[config.mk]
export PLATFORM = sky130hd
export DESIGN_NAME = plugin_initiator
export DESIGN_NICKNAME = d
export VERILOG_FILES = /design/src/rtl/plugin_initiator.sv
export SDC_FILE = /design/constraint.sdc
export NUM_CORES = 1
export LEC_CHECK = 0
export ABC_AREA = 1
export ABC_CLOCK_PERIOD_IN_PS = 3600
export CAP_MARGIN = 20
export CORE_AREA = 2 2 106 108
export CTS_CLUSTER_DIAMETER = 120
export DETAILED_ROUTE_END_ITERATION = 10
export DIE_AREA = 0 0 108 110
export GPL_ROUTABILITY_DRIVEN = 0
export PLACE_DENSITY_LB_ADDON = 0.08
export SYNTH_ARGS = -nofsm -noshare
export SYNTH_HDL_FRONTEND = slang
export SYNTH_SLANG_ARGS = --single-unit
[constraint.sdc]
create_clock -name clk -period 3.6 [get_ports clk]
set_input_delay 0.54 -clock clk [delete_from_list [all_inputs] [get_ports clk]]
set_output_delay 0.54 -clock clk [all_outputs]
set_load 0.005 [all_outputs]
[src/rtl/plugin_initiator.sv]
// Core-side initiator for the plugin start/busy/done handshake: issues one operation,
// waits for done (with optional timeout) and hands the result to writeback.
module plugin_initiator #(
    parameter int unsigned TIMEOUT_CYCLES = 64,
    parameter int unsigned RD_WIDTH       = 5
) (
    input  logic                clk,
    input  logic                reset_n,
    input  logic                flush_i,
    input  logic                req_valid_i,
    output logic                req_ready_o,
    input  logic [31:0]         req_op_a_i,
    input  logic [31:0]         req_op_b_i,
    input  logic [RD_WIDTH-1:0] req_rd_i,
    output logic                stall_o,
    output logic                plugin_start_o,
    output logic [31:0]         plugin_operand_a_o,
    output logic [31:0]         plugin_operand_b_o,
    input  logic                plugin_busy_i,
    input  logic                plugin_done_i,
    input  logic [31:0]         plugin_result_i,
    output logic                rsp_valid_o,
    input  logic                rsp_ready_i,
    output logic [31:0]         rsp_result_o,
    output logic [RD_WIDTH-1:0] rsp_rd_o,
    output logic                rsp_error_o
);

    localparam int unsigned CntW = (TIMEOUT_CYCLES > 0) ? $clog2(TIMEOUT_CYCLES + 1) : 1;

    typedef enum logic [2:0] {StIdle, StIssue, StWait, StResp, StDrain} state_e;

    state_e              state_q, state_d;
    logic [CntW-1:0]     cnt_q, cnt_d, cnt_inc;
    logic [31:0]         op_a_q, op_a_d, op_b_q, op_b_d;
    logic [31:0]         result_q, result_d;
    logic [RD_WIDTH-1:0] rd_q, rd_d;
    logic                error_q, error_d;
    logic                timeout_hit;

    // Counter saturates; the >= compare keeps DRAIN exitable even after saturation.
    assign cnt_inc     = (cnt_q == '1) ? cnt_q : cnt_q + CntW'(1);
    assign timeout_hit = (TIMEOUT_CYCLES != 0) && (cnt_q >= CntW'(TIMEOUT_CYCLES - 1));

    always_ff @(posedge clk or negedge reset_n) begin
        if (!reset_n) begin
            state_q  <= StIdle;
            cnt_q    <= '0;
            op_a_q   <= '0;
            op_b_q   <= '0;
            result_q <= '0;
            rd_q     <= '0;
            error_q  <= 1'b0;
        end else begin
            state_q  <= state_d;
            cnt_q    <= cnt_d;
            op_a_q   <= op_a_d;
            op_b_q   <= op_b_d;
            result_q <= result_d;
            rd_q     <= rd_d;
            error_q  <= error_d;
        end
    end

    always_comb begin
        state_d  = state_q;
        cnt_d    = cnt_q;
        op_a_d   = op_a_q;
        op_b_d   = op_b_q;
        result_d = result_q;
        rd_d     = rd_q;
        error_d  = error_q;
        unique case (state_q)
            StIdle: begin
                if (req_valid_i && !flush_i) begin
                    op_a_d  = req_op_a_i;
                    op_b_d  = req_op_b_i;
                    rd_d    = req_rd_i;
                    state_d = StIssue;
                end
            end
            StIssue: begin
                if (flush_i) begin
                    state_d = StIdle;
                end else if (!plugin_busy_i) begin
                    state_d = StWait;
                    cnt_d   = '0;
                end
            end
            StWait: begin
                if (plugin_done_i) begin
                    if (flush_i) begin
                        state_d = StIdle;
                    end else begin
                        result_d = plugin_result_i;
                        error_d  = 1'b0;
                        state_d  = StResp;
                    end
                end else if (timeout_hit) begin
                    if (flush_i) begin
                        state_d = StIdle;
                    end else begin
                        result_d = '0;
                        error_d  = 1'b1;
                        state_d  = StResp;
                    end
                end else if (flush_i) begin
                    // Plugin is still running: wait for it to finish before reissuing.
                    state_d = StDrain;
                    cnt_d   = cnt_inc;
                end else begin
                    cnt_d = cnt_inc;
                end
            end
            StResp: begin
                if (flush_i || rsp_ready_i) begin
                    state_d = StIdle;
                end
            end
            StDrain: begin
                if (plugin_done_i || timeout_hit) begin
                    state_d = StIdle;
                end else begin
                    cnt_d = cnt_inc;
                end
            end
            default: state_d = StIdle;
        endcase
    end

    always_comb begin
        req_ready_o    = 1'b0;
        plugin_start_o = 1'b0;
        rsp_valid_o    = 1'b0;
        stall_o        = 1'b0;
        unique case (state_q)
            StIdle: begin
                req_ready_o = !flush_i;
                stall_o     = req_valid_i;
            end
            StIssue: begin
                plugin_start_o = !plugin_busy_i && !flush_i;
                stall_o        = 1'b1;
            end
            StWait:  stall_o = 1'b1;
            StResp: begin
                rsp_valid_o = 1'b1;
                stall_o     = !rsp_ready_i;
            end
            StDrain: stall_o = 1'b1;
            default: stall_o = 1'b0;
        endcase
    end

    assign plugin_operand_a_o = op_a_q;
    assign plugin_operand_b_o = op_b_q;
    assign rsp_result_o       = result_q;
    assign rsp_rd_o           = rd_q;
    assign rsp_error_o        = error_q;

endmodule

; ---- After elaboration in Yosys (flattened, before gate mapping)
; Index checks and enable logic that the tools add are counted.
[totals]
mem_bits_rw = 0
n_memories = 0
elab_cells = 70
latchBits = 0
regBits = 112
rom_bits = 0
[op_classes]
n_mul = 0
n_eq_ne = 17
muxes = 29
shift = 0
order_cmp = 1
addsub = 1
n_reduce_logical = 15
div = 0
bitwise_logic = 0
[op_table]
columns = operator, count
row1 = 32-bit two-way mux, 4
row2 = 7-bit two-way mux, 6
row3 = 3-bit two-way mux, 8
row4 = 7-bit one-hot mux with 3 select lines, 1
row5 = "2-bit != test, second input constant", 10
row6 = 3-bit one-hot mux with 5 select lines, 1
row7 = "7-bit by 1-bit adder with 7-bit output, second input constant", 1
row8 = "7-bit == test, second input constant", 1
row9 = "7-bit by 6-bit greater-or-equal comparator with 1-bit output, second input constant", 1
row10 = 1-bit two-way mux, 7
row11 = "3-bit by 2-bit == test with 1-bit output, second input constant", 2
row12 = 6-bit AND reduction, 1
row13 = 5-bit AND reduction, 1
row14 = "4-bit != test, second input constant", 1
row15 = 4-bit AND reduction, 1
row16 = "3-bit by 1-bit == test with 1-bit output, second input constant", 1
row17 = "3-bit == test, second input constant", 1
row18 = 1-bit logical NOT, 3
row19 = 3-bit logical NOT, 1
row20 = "3-bit != test, second input constant", 1
row21 = 1-bit one-hot mux with 3 select lines, 1
row22 = 3-bit nonzero test, 1
row23 = 3-bit OR reduction, 1
row24 = 1-bit logical AND, 2
row25 = other kinds (4), 5

; ---- Longest topological paths before layout
[logic_depth]
word_depth = 5
mapped_depth = 10

; ---- Worst setup path after synthesis
; No wires, ideal clock.
[synth_timing]
path_kind = input-to-reg
start = in req_valid_i
end = reg op_a_q[25] (netlist: plugin_operand_a_o[25])
t_arrival_ns = 1.407
path_buffers = 2
cell_stages = 6
path_slack_ns = 2.068
setup_ns = 0.125
path_cell_list = inv_1 -> nor2_1 -> nand3_2 -> buf_6 -> buf_6 -> mux2_4
[synth_via]
elab_chain_len = 2
[synth_lines]
columns = item, line_no
row1 = "start, declared", 10  ; input logic req_valid_i,
row2 = 1-bit logical AND, 75  ; if (req_valid_i && !flush_i) begin
row3 = 2-bit AND reduction (no line), -
row4 = "end signal, assigned", 57  ; op_a_q <= op_a_d;
row5 = "end, declared", 35  ; logic [31:0] op_a_q, op_a_d, op_b_q, op_b_d;
; Every way passes these cells.
; A chain may end at the register's enable or synchronous reset.

; ---- Final worst setup path
[layout_timing]
start = reg state_q[1]
end = out stall_o
[layout_via]
elab_chain_len = 3
elab_cells_between_ends = 7
cone_classes = 4 x eq/ne / 1 x mux / 2 x reduce/logical
[layout_lines]
columns = item, line_no
row1 = "start, declared", 33  ; state_e state_q, state_d;
row2 = "start signal, assigned", 47  ; state_q <= StIdle;
row3 = "start signal, assigned", 55  ; state_q <= state_d;
row4 = "3-bit == test, or another cell as far along", 136  ; unique case (state_q)
row5 = 3-bit OR reduction (no line), -
row6 = 1-bit one-hot mux with 3 select lines *, 136
row7 = "end, declared", 15  ; output logic stall_o,
; Mark *: on every way between the ends. The rest lies on a longest branch, timed or not.

==> impl_results.md <==
* Largest net degree at the start of global routing at 75
* Cell area after layout at 7000 µm²
* Final min period at roughly 2.5 ns
* Post-synth EDFFs at 0
* Setup crit start kind: flop
* Area leader, netlist: dfrtp_1
* Initial antenna violation count at 0
* Max incr delay on CP at ~0.52 ns
* MaxCap Viol Count at 0
* P_sw at about 1.5 mW
* Post-CTS setup buffers at 0
* Post-Synth Adder-Cell Area at 0.00273
* Row count at 38
* Sequential area share after synthesis at 0.612
* Finished Layout Cells at 740
* H-tree lvl count at 3
* Synth unique cells at 26
* R2R Setup Slk at about 1.6 ns
* PwrDens at roughly 740 nW/µm²
* Root buf cell: clkbuf_8
* # diodes at 0
* Worst path depth at 6
* DRC errors left at 0
* First-pass GRT wire length at around 17 mm
* Avg Cell Area, Syn at ~12 µm²
* WP buf/inv at 2
* DR iter-0 viols at 150
* Worst Setup SP: state_q[1]$_DFFE_PN0P_
* Hold Slack at 0.308 ns
* Placed Instance Area at 6790 µm²
* Synth Register Bits at between 100 and 150
* Status: complete, no violations
* Placed Cells at between 700 and 800
* Delay-heaviest family, CP: buffers and inverters
* CP Max Fanout at 9
* Clk slew on worst S/H paths at 0.11 ns
* Main synth FF type: dfrtp_1
* Static Leakage at 3.06 nW
* DRT Pass-1 Iters at 4
* IO Pins at between 200 and 250
* Area of the multi-input gates at around 1600 µm²
* Worst r2r path cells at 9
* Complex-gate fraction of the synthesized area at 0.0525
* Post-Route WL at between 10 and 15 mm
* RSZ-0062 raised after global routing: no
* CTS Hold Bufs at 0
* Number of buffers added on ports at between 200 and 250
* Vias at between 3000 and 4000
* Num CTS Buffers at 9
* Filler cell count at 880
* Most common cell in the netlist: dfrtp_1
* Slew margin rel. at 0.369
* Core area at approximately 11000 µm²
* Final setup viols at 0
* Critical path type: reg2out
* Cell Area, Synth at 4580 µm²
* Req. time, crit path at just over 3 ns
* Die width at about 110 µm
* Post-Syn Nets at 496
* Sequential power share at 0.414
* Vias/cell at 4.76
* Largest family of logic cells by synthesized area: multiplexers
* Final Hold Fails at 0
* CTS resizes at 0
* Mux cell area share after synthesis at 0.178
* CP cell instances: nor2_4 -> nand2_1 -> nand2_2 -> inv_1 -> o2111ai_1 -> clkdlybuf4s50_1
* Worst Hold Class: in2async
* Area delta synth->final at 53.0%
* Sw Ratio at 0.287
* NumNets Final at 704
* Arrival time at the worst endpoint at between 1.5 and 2 ns
* Total GRT Usage at 0.180
* Pins Over Slew Limit at 0
* CP endpoint: stall_o
* Setup_tns at 0 ns
* Dpl hpwl at between 7 and 8 mm
* Layout cells sized above 1 at 0.167
* Tightest Pin Transition at 0.947 ns
* Post-Synth XOR/XNOR Area at 0.00191
* Peak supply drop at about 400 µV
* Post-Synth Simple-Gate Area at 0.118
* Critical-path top delay cell: clkdlybuf4s50_1
* Initial core utilization at 0.428
* Post-Route Skew at 0.0103 ns
* Vias in the first global route at approximately 3500
* Crit end category: primary output
* GRT overflow at 0
* CTS tree: yes
* Die area at 11900 µm²
* Synthesized instance count at around 390
* Clock sink count at ~110
* Clock Tree Buf Depth at 2
* Register area at around 2800 µm²
* Yosys synthesis warning count at 0
* Die span in y at approximately 110 µm
* Logic pwr share at 0.453
* R2r endpoint: state_q[1]$_DFFE_PN0P_
* WL/cell at approximately 15 µm
* Skew-Pair Late Insertion Delay at between 0.3 and 0.4 ns
* Antenna-violating nets left at 0
* Ys async rst share at 1.00
* Top-area cell type share of the netlist area at 0.612
* Largest cells by area after synthesis: dfrtp_1 (61%), mux2_2 (15%), nand2_1 (8.4%)
* Synth cell count leaders: dfrtp_1 (112), nand2_1 (102), mux2_2 (59)
* Internal power at around 3.7 mW
* Reg2reg start: cnt_q[0]$_DFFE_PN0P_
* Period utilization at 0.689
* Power share of the clock group at 0.133
* Fmax at 403 MHz
==> kinds of logic after synthesis <==
| kind of cell | Yosys count |
|---|---|
| adders and majority gates | 1 |
| DFF | 112 |
| AOI/OAI and AO/OA | 44 |
| xor gates and xnor gates | 1 |
| muxes | 69 |
| and+or+nand+nor | 131 |
| buffers and inverters | 29 |
==> metal layers <==
metal,routed length [µm],vias to the layer above,GRT usage
met5,0,-,0
met4,179,0,0.0568
met3,1020,12,0.0682
met2,5120,144,0.299
met1,4670,1676,0.219
li1,-,1688,-
==> sequential cells by signal, indices dropped and copies added (netlist names) <==
signal	cells
cnt_q	7
plugin_operand_a_o	32
plugin_operand_b_o	32
rsp_error_o	1
rsp_rd_o	5
rsp_result_o	32
state_q	3
==> cell type report <==
class | instances | area share
sequential | 112 | 0.400
tap | 140 | 0.0250
timing repair buffer | 216 | 0.312
inverter | 10 | 0.00536
clock buffer | 10 | 0.0197
multi-input combinational | 246 | 0.232
clock inverter | 6 | 0.00625
==> how the worst min path moves through the flow <==
stage	start	end	slack [ns]	depth (start not counted)
after floorplan	reset_n	cnt_q[0]$_DFFE_PN0P_	0.24	0
after global placement	rsp_result_o[29]$_DFFE_PN0P_	rsp_result_o[29]$_DFFE_PN0P_	0.46	2
after detailed placement	rsp_result_o[19]$_DFFE_PN0P_	rsp_result_o[19]$_DFFE_PN0P_	0.48	2
after CTS	reset_n	plugin_operand_a_o[28]$_DFFE_PN0P_	0.34	1
after global routing	reset_n	plugin_operand_a_o[28]$_DFFE_PN0P_	0.38	1
final	reset_n	plugin_operand_a_o[28]$_DFFE_PN0P_	0.31	1
==> metrics by stage <==
step,setup WS (ns),power [mW],utilization
global route,1.01,5.55,0.655
CTS,1.09,5.28,0.652
global placement,0.820,4.49,0.635
finish,1.12,5.21,0.655
detailed placement,0.771,4.57,0.635
floorplan,2.07,3.03,-
==> placed cells by master (no fill, tap or decap), types with 4 or more instances in the layout <==
cell type	Yosys	routed
o21ai_1	19	19
dfrtp_1	112	112
nand2_1	102	102
mux2_2	59	59
nand3_1	4	4
o21ai_0	19	19
inv_1	10	10
clkdlybuf4s50_1	0	212
clkbuf_8	0	10
nor2_1	16	16
mux2_4	10	10
==> power by group through the flow <==
stage | logic [mW] | registers [mW] | clock network, mW
after floorplan | 0.818 | 2.21 | 0
after global placement | 2.32 | 2.16 | 0
after detailed placement | 2.39 | 2.18 | 0
after CTS | 2.39 | 2.16 | 0.722
after global routing | 2.55 | 2.23 | 0.764
final | 2.36 | 2.16 | 0.694
No activity file was read; power rests on OpenSTA's default activity.
